$ cat src/rtl/if_pkg.sv
// Shared definitions for the IF-stage execution controller.
//   state_t              : controller state encoding, also driven on o_state
//   HALT_OPCODE          : instruction word that ends a program load and execution
//   DEFAULT_DRAIN_CYCLES : default pipeline drain length after halt
package if_pkg;

    typedef enum logic [2:0] {
        ST_IDLE      = 3'd0,
        ST_LOAD      = 3'd1,
        ST_RUN       = 3'd2,
        ST_STEP_WAIT = 3'd3,
        ST_STEP_EXEC = 3'd4,
        ST_DRAIN     = 3'd5,
        ST_HALTED    = 3'd6
    } state_t;

    localparam logic [31:0] HALT_OPCODE          = 32'hFC00_0000;
    localparam int unsigned DEFAULT_DRAIN_CYCLES = 4;

endpackage

$ cat src/rtl/if_sequencer_edge_detect.sv
// Two-flop synchronizer plus rising-edge detector.
//   clk   : sampling clock
//   rst_n : asynchronous active-low reset
//   level : asynchronous level input
//   rise  : one-cycle pulse after a synchronized 0->1 transition
module edge_detect (
    input  logic clk,
    input  logic rst_n,
    input  logic level,
    output logic rise
);

    logic [2:0] sync;

    always_ff @(posedge clk or negedge rst_n) begin
        if (!rst_n) begin
            sync <= '0;
        end else begin
            sync <= {sync[1:0], level};
        end
    end

    // sync[1] is the synchronized level, sync[2] its previous value
    assign rise = sync[1] & ~sync[2];

endmodule

$ cat src/rtl/if_sequencer.sv
// IF-stage execution controller: program load, continuous / single-step
// sequencing of the PC register, halt detection, pipeline drain.
//   i_clk, i_reset         : clock, asynchronous active-low reset
//   i_load_*               : program load handshake from the debug unit
//   i_run, i_mode_step     : execution start and mode select
//   i_step, i_clear        : single-step request level, return to idle
//   i_halt_signal          : fetched word is the halt opcode
//   i_stall, i_branch_*    : hazard stall and branch redirect
//   o_imem_*               : registered instruction-memory write port, fetch enable
//   o_pc_*                 : PC register / PC-select mux control (combinational)
//   o_loaded, o_done       : program resident, execution finished
//   o_state, o_cycle_count : debug readout
module if_sequencer
    import if_pkg::*;
#(
    parameter int unsigned ADDR_W       = 32,
    parameter int unsigned MEM_DEPTH    = 64,
    parameter int unsigned DRAIN_CYCLES = DEFAULT_DRAIN_CYCLES
) (
    input  logic              i_clk,
    input  logic              i_reset,
    input  logic              i_load_start,
    input  logic              i_load_valid,
    input  logic [31:0]       i_load_data,
    input  logic              i_run,
    input  logic              i_mode_step,
    input  logic              i_step,
    input  logic              i_clear,
    input  logic              i_halt_signal,
    input  logic              i_stall,
    input  logic              i_branch_taken,
    input  logic [ADDR_W-1:0] i_branch_target,
    output logic              o_imem_we,
    output logic [ADDR_W-1:0] o_imem_waddr,
    output logic [31:0]       o_imem_wdata,
    output logic              o_imem_valid,
    output logic              o_pc_enable,
    output logic              o_pc_halt,
    output logic              o_pc_stall,
    output logic              o_pc_clear,
    output logic              o_pc_sel,
    output logic [ADDR_W-1:0] o_pc_target,
    output logic              o_loaded,
    output logic              o_done,
    output logic [2:0]        o_state,
    output logic [31:0]       o_cycle_count
);

    localparam int unsigned DW = (DRAIN_CYCLES > 1) ? $clog2(DRAIN_CYCLES) : 1;
    localparam logic [DW-1:0]     DRAIN_LAST = DW'(DRAIN_CYCLES - 1);
    localparam logic [ADDR_W-1:0] PTR_LAST   = ADDR_W'(MEM_DEPTH - 1);

    state_t            state;
    state_t            state_next;
    logic [ADDR_W-1:0] load_ptr;
    logic [DW-1:0]     drain_cnt;
    logic              step_rise;
    logic              load_end;

    edge_detect u_step_edge (
        .clk   (i_clk),
        .rst_n (i_reset),
        .level (i_step),
        .rise  (step_rise)
    );

    assign load_end    = i_load_valid && ((i_load_data == HALT_OPCODE) || (load_ptr == PTR_LAST));
    assign o_pc_target = i_branch_target;
    assign o_state     = state;

    // Next state and PC control; halt outranks stall, stall outranks branch
    always_comb begin
        state_next   = state;
        o_imem_valid = 1'b0;
        o_pc_enable  = 1'b0;
        o_pc_halt    = 1'b0;
        o_pc_stall   = 1'b0;
        o_pc_clear   = 1'b0;
        o_pc_sel     = 1'b0;
        unique case (state)
            ST_IDLE: begin
                if (i_load_start) begin
                    state_next = ST_LOAD;
                end else if (i_run && o_loaded) begin
                    state_next = i_mode_step ? ST_STEP_WAIT : ST_RUN;
                end
            end
            ST_LOAD: begin
                if (load_end) begin
                    state_next = ST_IDLE;
                end
            end
            ST_RUN, ST_STEP_EXEC: begin
                o_imem_valid = 1'b1;
                if (i_halt_signal) begin
                    o_pc_halt  = 1'b1;
                    state_next = ST_DRAIN;
                end else if (i_stall) begin
                    o_pc_stall = 1'b1;
                end else begin
                    o_pc_enable = 1'b1;
                    o_pc_sel    = i_branch_taken;
                    if (state == ST_STEP_EXEC) begin
                        state_next = ST_STEP_WAIT;
                    end
                end
            end
            ST_STEP_WAIT: begin
                if (step_rise) begin
                    state_next = ST_STEP_EXEC;
                end
            end
            ST_DRAIN: begin
                o_pc_halt    = 1'b1;
                o_imem_valid = 1'b1;
                if (drain_cnt == DRAIN_LAST) begin
                    state_next = ST_HALTED;
                end
            end
            ST_HALTED: begin
                o_pc_halt = 1'b1;
                if (i_clear) begin
                    o_pc_clear = 1'b1;
                    state_next = ST_IDLE;
                end
            end
            default: state_next = ST_IDLE;
        endcase
    end

    always_ff @(posedge i_clk or negedge i_reset) begin
        if (!i_reset) begin
            state         <= ST_IDLE;
            load_ptr      <= '0;
            drain_cnt     <= '0;
            o_cycle_count <= '0;
            o_imem_we     <= 1'b0;
            o_imem_waddr  <= '0;
            o_imem_wdata  <= '0;
            o_loaded      <= 1'b0;
            o_done        <= 1'b0;
        end else begin
            state     <= state_next;
            o_done    <= (state_next == ST_HALTED);
            o_imem_we <= 1'b0;

            if (state == ST_IDLE && i_load_start) begin
                load_ptr <= '0;
                o_loaded <= 1'b0;
            end

            if (state == ST_LOAD && i_load_valid) begin
                o_imem_we    <= 1'b1;
                o_imem_waddr <= load_ptr;
                o_imem_wdata <= i_load_data;
                load_ptr     <= load_ptr + 1'b1;
                if (load_end) begin
                    o_loaded <= 1'b1;
                end
            end

            if (state == ST_DRAIN) begin
                drain_cnt <= drain_cnt + 1'b1;
            end else begin
                drain_cnt <= '0;
            end

            if (state == ST_HALTED && i_clear) begin
                o_cycle_count <= '0;
            end else if (o_pc_enable && (o_cycle_count != '1)) begin
                o_cycle_count <= o_cycle_count + 1'b1;
            end
        end
    end

endmodule

$ cat config.mk
export PLATFORM = sky130hd
export DESIGN_NAME = if_sequencer
export DESIGN_NICKNAME = d
export VERILOG_FILES = /design/src/rtl/if_pkg.sv /design/src/rtl/if_sequencer_edge_detect.sv /design/src/rtl/if_sequencer.sv
export SDC_FILE = /design/constraint.sdc
export NUM_CORES = 1
export LEC_CHECK = 0
export BUFFER_PORTS_ARGS = -buffer_cell sky130_fd_sc_hd__buf_2
export CAP_MARGIN = 20
export CORE_MARGIN = 1.5
export CORE_UTILIZATION = 51
export DETAILED_ROUTE_END_ITERATION = 16
export GPL_ROUTABILITY_DRIVEN = 0
export PLACE_DENSITY = 0.8
export SLEW_MARGIN = 20
export SYNTH_ARGS = -nofsm -noshare
export SYNTH_HDL_FRONTEND = slang
export SYNTH_SLANG_ARGS = --single-unit
export TNS_END_PERCENT = 20
$ cat constraint.sdc
create_clock -name i_clk -period 2.7 [get_ports i_clk]
set_input_delay 0.54 -clock i_clk [delete_from_list [all_inputs] [get_ports i_clk]]
set_output_delay 0.54 -clock i_clk [all_outputs]
set_load 0.05 [all_outputs]
==> results.tsv, run 1 <==
stage	metric	value	unit
clock_network	Post-CTS Setup Bufs	0	
sta	RSZ-0062 raised after global routing	false	
critical_path	Critical Path End	o_pc_clear	
synthesis	Post-Synthesis Cells	744	
route	routed vias/inst	5.61	
clock_network	Clock Tree Root	clkbuf_16	
synthesis	post-synthesis net count	822	
final_layout	fin nets	941	
synthesis	Post-synth top cells	nand2_1 (227), dfrtp_1 (139), buf_4 (34), nand3_1 (31), a21oi_1 (30)	
power_and_ir_drop	Gate power share	0.324	
power_and_ir_drop	Clk pwr share	0.312	
synthesis	mean post-synth cell area	9.03	µm²
synthesis	Yosys top cell area share	0.517	
power_and_ir_drop	Worst IR Drop VDD	708	µV
critical_path	Worst Reg-to-Reg Cells	5	
synthesis	leading area contributor after synthesis	dfrtp_1	
synthesis	Seq/Total Area, Yosys	0.517	
sta	max_slew headroom	0.588	
route	DRC	0	
power_and_ir_drop	Sw Share	0.397	
route	final wirelength	15.8	mm
clock_network	H-Tree Depth	4	
sta	worst slew pin tran	619	ps
critical_path	worst reg2reg path startpoint	o_state[1]$_DFF_PN0_	
power_and_ir_drop	Net Sw Power	2860	µW
die	Die Ht	118	µm
sta	Setup Total Neg Slack	0	ps
critical_path	CP startpoint	o_state[2]$_DFF_PN0_	
final_layout	fin cells	1046	
sta	final worst path period share	0.922	
synthesis	Synth cell types	55	
final_layout	Core Util, Final	0.632	
critical_path	startpoint types	flip-flop	
critical_path	Critical R2R Capture	o_cycle_count[30]$_DFFE_PN0P_	
clock_network	Hold Buf Count CTS	0	
die	starting density of the core	0.528	
power_and_ir_drop	Internal	4340	µW
route	TritonRoute pass-1 iters	5	
global_route	antenna violations before repair	0	
global_route	vias in the first global route	5425	
synthesis	synth top area cells	dfrtp_1 (52%), nand2_1 (13%), buf_4 (3.8%), o31ai_1 (2.3%), nand3_1 (2.3%)	
critical_path	CP endpoint kind	primary output	
placed_design	Port Buffers	150	
sta	fmax	0.402	GHz
final_layout	diode count	0	
critical_path	crit-path max FO	13	
die	Die X	118	µm
final_layout	Syn-to-layout area delta	19.6	%
clock_network	CTS tree	yes	
synthesis	Yosys Warn Count	0	
synthesis	Main synth FF type	dfrtp_1	
synthesis	Post-synth EDFFs	0	
placed_design	detailed placement HPWL	11.1	mm
global_route	first-pass GRT wire length	27.0	mm
global_route	gr usage total	0.240	
global_route	GRT overflow	0	
final_layout	layout cell share with drive strength beyond 1	0.241	
run_status	status	completed	
min_path	Worst Hold Class	in2async	
die	core area	0.0127	mm²
route	routed len/inst	15.1	µm
synthesis	async set-reset flop share out of synthesis	1.00	
route	post-route ant nets	0	
placed_design	dpl cells	1016	
clock_network	insertion delay to the later sink of the worst-skew pair	420	ps
clock_network	Reg clk slew, reported paths	50	ps
synthesis	synthesis-stage register bit count	139	
sta	final setup vio count	0	
global_route	pin count of the biggest net entering global routing	68	
power_and_ir_drop	P_leak	0.00411	µW
clock_network	CTS buffer count	17	
sta	Setup Skew	6.29	ps
die	I/O pins	215	
power_and_ir_drop	Seq pwr share	0.364	
critical_path	Critical Path AT	1950	ps
final_layout	post-route cell area	0.00804	mm²
sta	post-layout min period	2490	ps
sta	hold_ws	129	ps
job	maximum capacitance violations	0	
final_layout	Layout fillers	1083	
clock_network	Sink Count	139	
die	die area	0.0139	mm²
route	Via Count	5864	
critical_path	CP Data Required Time	2160	ps
sta	Fin. Hold Viols	0	
critical_path	worst setup path class	reg2out	
sta	max-slew violation count	0	
power_and_ir_drop	pwr/cell area	896	mW/mm²
synthesis	Mapped Area	0.00672	mm²
die	FP Rows	41	
clock_network	clk buf depth	2	
synthesis	count leader, synth	nand2_1	
route	DR iter-0 viols	432	
critical_path	worst reg2reg setup slack	470	ps
placed_design	placed inst area	0.00747	mm²
-- worst max-delay path, stage by stage, from the launching register on --
cell and delay, ps:
dfrtp_1 460, buf_4 220, nand2_1 70, or2_1 340, inv_2 180, clkbuf_4 260
-- cell usage in the layout (no fill, tap or decap), drive strengths merged, types with 4 or more instances in the layout --
master	n
a21oi	30
and2	7
and3	11
and4	6
buf	170
clkbuf	24
clkinv	4
dfrtp	139
inv	12
mux2i	9
nand2	227
nand3	31
nand4	20
nor2	19
nor4	18
o211ai	11
o21ai	41
o31ai	21
or3	10
or4	14
-- metal layers --
metal  global-route usage  wire length (µm)  part of all wire  up-vias
met5                    0                 0                 0        -
met4               0.0739               190             0.012        0
met3               0.0703              1220             0.077       25
met1                0.340              7100              0.45     2812
met2                0.359              7330              0.46      211
li1                     -                 -                 -     2816
-- kinds of logic (layout without fill, tap and decap cells) --
family / Yosys count / in the layout / synth area share
simple gates: 384 / 384 / 0.279
flops: 139 / 139 / 0.517
compound gates: 123 / 123 / 0.112
buf+inv: 83 / 213 / 0.0679
mux: 9 / 9 / 0.0134
fa+ha+maj: 3 / 3 / 0.00559
xor+xnor: 3 / 3 / 0.00503
-- power groups by stage --
stage	sequential, µW	combinational, µW	clock, µW
after CTS	2620	2350	2290
after global placement	2640	2330	0
after global routing	2670	2520	2390
after detailed placement	2630	2360	0
final	2620	2340	2240
after floorplan	3620	850	0
-- metrics by stage --
step / setup WS [ps] / total power (µW)
CTS: 8.73 / 7260
floorplan: 54.5 / 4470
finish: 211 / 7200
global route: 70.2 / 7580
global placement: 447 / 4970
detailed placement: 419 / 4990
-- area by class of cell --
| class | count | area, µm² | area share |
|---|---|---|---|
| Multi-Input combinational cell | 522 | 2800 | 0.349 |
| Tap cell | 172 | 215 | 0.0268 |
| Sequential cell | 139 | 3480 | 0.433 |
| Inverter | 12 | 45.0 | 0.00560 |
| Timing Repair Buffer | 171 | 930 | 0.116 |
| Clock buffer | 23 | 478 | 0.0594 |
| Clock inverter | 7 | 91.3 | 0.0114 |
-- state kept, by name, indices dropped and copies added, names as in the netlist --
register          count
load_ptr             32
o_cycle_count        32
o_imem_waddr         32
o_imem_wdata         32
o_state               3
u_step_edge.sync      3
drain_cnt             2
o_done                1
o_imem_we             1
o_loaded              1
-- worst min-delay path by stage --
stage	end	slack [ps]	start
2_1_floorplan	drain_cnt[0]$_DFF_PN0_	240	i_reset
3_3_place_gp	u_step_edge.sync[1]$_DFF_PN0_	330	u_step_edge.sync[0]$_DFF_PN0_
3_5_place_dp	u_step_edge.sync[1]$_DFF_PN0_	340	u_step_edge.sync[0]$_DFF_PN0_
4_1_cts	load_ptr[19]$_DFFE_PN0P_	140	i_reset
5_1_grt	load_ptr[19]$_DFFE_PN0P_	170	i_reset
6_report	o_imem_we$_DFF_PN0_	130	i_reset
-- repair_timing --
action                                  in CTS  in global routing
resized for setup                            0                  3
endpoints found under the setup margin       0                  1
endpoints found under the hold margin        0                  0
No activity file was read; power rests on OpenSTA's default activity.
==> run 2, diff against run 1 <==
- CORE_UTILIZATION: 51 -> 55
- PLACE_DENSITY: 0.8 -> 0.85
- clock period: 2.7 -> 3.1 ns (I/O delays scaled with it)
==> run 2 against run 1 <==
Effect of this change: clock power decreased by 17%; clock skew increased by 1.9 ps; sequential power decreased by 12%; global-route usage increased by 1.6 points; sequential cell count unchanged; combinational power decreased by 15%; largest cell class unchanged.
==> results.tsv, run 2 (same netlist as run 1, synthesis figures left out) <==
stage	metric	value	unit
sta	max_slew headroom	0.462	
route	Via Count	5859	
critical_path	CP Data Required Time	2480	ps
power_and_ir_drop	pwr/cell area	781	mW/mm²
die	I/O pins	215	
job	maximum capacitance violations	0	
clock_network	CTS tree	yes	
sta	Fin. Hold Viols	0	
die	core area	0.0120	mm²
sta	fmax	0.372	GHz
sta	worst slew pin tran	808	ps
power_and_ir_drop	Gate power share	0.322	
sta	final worst path period share	0.867	
critical_path	Worst Reg-to-Reg Cells	5	
global_route	antenna violations before repair	0	
final_layout	Core Util, Final	0.659	
critical_path	crit-path max FO	15	
route	DR iter-0 viols	605	
die	FP Rows	40	
power_and_ir_drop	Worst IR Drop VDD	751	µV
min_path	Worst Hold Class	in2async	
clock_network	Clock Tree Root	clkbuf_16	
clock_network	H-Tree Depth	4	
sta	post-layout min period	2690	ps
critical_path	worst setup path class	reg2out	
sta	hold_ws	275	ps
sta	max-slew violation count	0	
global_route	GRT overflow	0	
route	TritonRoute pass-1 iters	7	
die	starting density of the core	0.562	
power_and_ir_drop	Seq pwr share	0.375	
final_layout	fin nets	928	
die	Die X	114	µm
global_route	first-pass GRT wire length	26.2	mm
clock_network	Sink Count	139	
clock_network	Hold Buf Count CTS	0	
final_layout	diode count	0	
final_layout	area occupied by multi-input gates	0.00280	mm²
global_route	vias in the first global route	5473	
global_route	pin count of the biggest net entering global routing	92	
sta	final setup vio count	0	
critical_path	CP endpoint kind	primary output	
sta	RSZ-0062 raised after global routing	false	
placed_design	detailed placement HPWL	10.9	mm
route	routed vias/inst	5.81	
power_and_ir_drop	Internal	3630	µW
route	final wirelength	16.0	mm
power_and_ir_drop	Net Sw Power	2530	µW
power_and_ir_drop	Clk pwr share	0.304	
critical_path	startpoint types	flip-flop	
clock_network	Post-CTS Setup Bufs	0	
power_and_ir_drop	P_leak	0.00403	µW
clock_network	clk buf depth	2	
sta	Setup Skew	8.20	ps
power_and_ir_drop	Sw Share	0.410	
clock_network	insertion delay to the later sink of the worst-skew pair	410	ps
final_layout	commonest cells after routing, fill and taps aside	nand2_1 (227), buf_2 (149), dfrtp_1 (139)	
clock_network	post-CTS resize count	0	
die	Die Ht	114	µm
route	routed len/inst	15.9	µm
route	DRC	0	
sta	Setup Total Neg Slack	0	ps
clock_network	CTS buffer count	17	
final_layout	Syn-to-layout area delta	17.3	%
placed_design	Port Buffers	150	
route	post-route ant nets	0	
final_layout	most common cell after layout, fill and taps aside	nand2_1	
global_route	gr usage total	0.256	
run_status	status	completed	
final_layout	Layout fillers	957	
critical_path	Critical Path AT	2070	ps
final_layout	sequential cell area	0.00348	mm²
die	die area	0.0129	mm²
clock_network	Reg clk slew, reported paths	60	ps
final_layout	layout cell share with drive strength beyond 1	0.229	
-- run 2: final timing paths --
| check | end | start | slack [ps] |
|---|---|---|---|
| max in group asynchronous | o_cycle_count[22]$_DFFE_PN0P_ | i_reset | 2060 |
| min in group i_clk | u_step_edge.sync[0]$_DFF_PN0_ | i_step | 320 |
| worst max register to register | o_cycle_count[30]$_DFFE_PN0P_ | o_state[2]$_DFF_PN0_ | 600 |
| worst min-delay path | o_imem_waddr[6]$_DFFE_PN0P_ | i_reset | 280 |
| worst min register to register | u_step_edge.sync[1]$_DFF_PN0_ | u_step_edge.sync[0]$_DFF_PN0_ | 350 |
| worst max-delay path | o_pc_clear | o_state[1]$_DFF_PN0_ | 410 |
-- run 2: final cells by class --
cell class                 count  share of cell area
multi-input combinational    522               0.355
tap                          147              0.0233
clock buffer                  21              0.0571
inverter                      12             0.00571
sequential                   139               0.441
timing repair buffer         158               0.105
clock inverter                10              0.0121
-- run 2: metal layers --
layer,global-route usage,vias up,routed length (µm)
met2,0.396,226,7620
met5,0,-,0
li1,-,2797,-
met1,0.343,2800,6950
met3,0.0765,36,1130
met4,0.102,0,300
-- run 2: through the flow --
step	instances	total power [µW]	setup WS, ps	cell area (µm²)
floorplan	744	3900	375	6720
global placement	978	4270	756	7340
detailed placement	978	4320	654	7340
CTS	1009	6200	413	7890
global route	1009	6450	303	7890
finish	1009	6160	413	7890
-- run 2: worst max-delay path, cell delays in order, from the launching register on --
cell and delay [ps]:
dfrtp_1 640, nand2_1 180, or2_1 420, inv_1 140, buf_2 270
-- run 2: power by group through the flow --
| stage | combinational (µW) | clock [µW] | sequential, µW |
|---|---|---|---|
| 2_1_floorplan | 740 | 0 | 3160 |
| 3_3_place_gp | 1960 | 0 | 2320 |
| 6_report | 1980 | 1870 | 2310 |
| 4_1_cts | 1990 | 1900 | 2300 |
| 5_1_grt | 2120 | 1990 | 2340 |
| 3_5_place_dp | 1990 | 0 | 2330 |
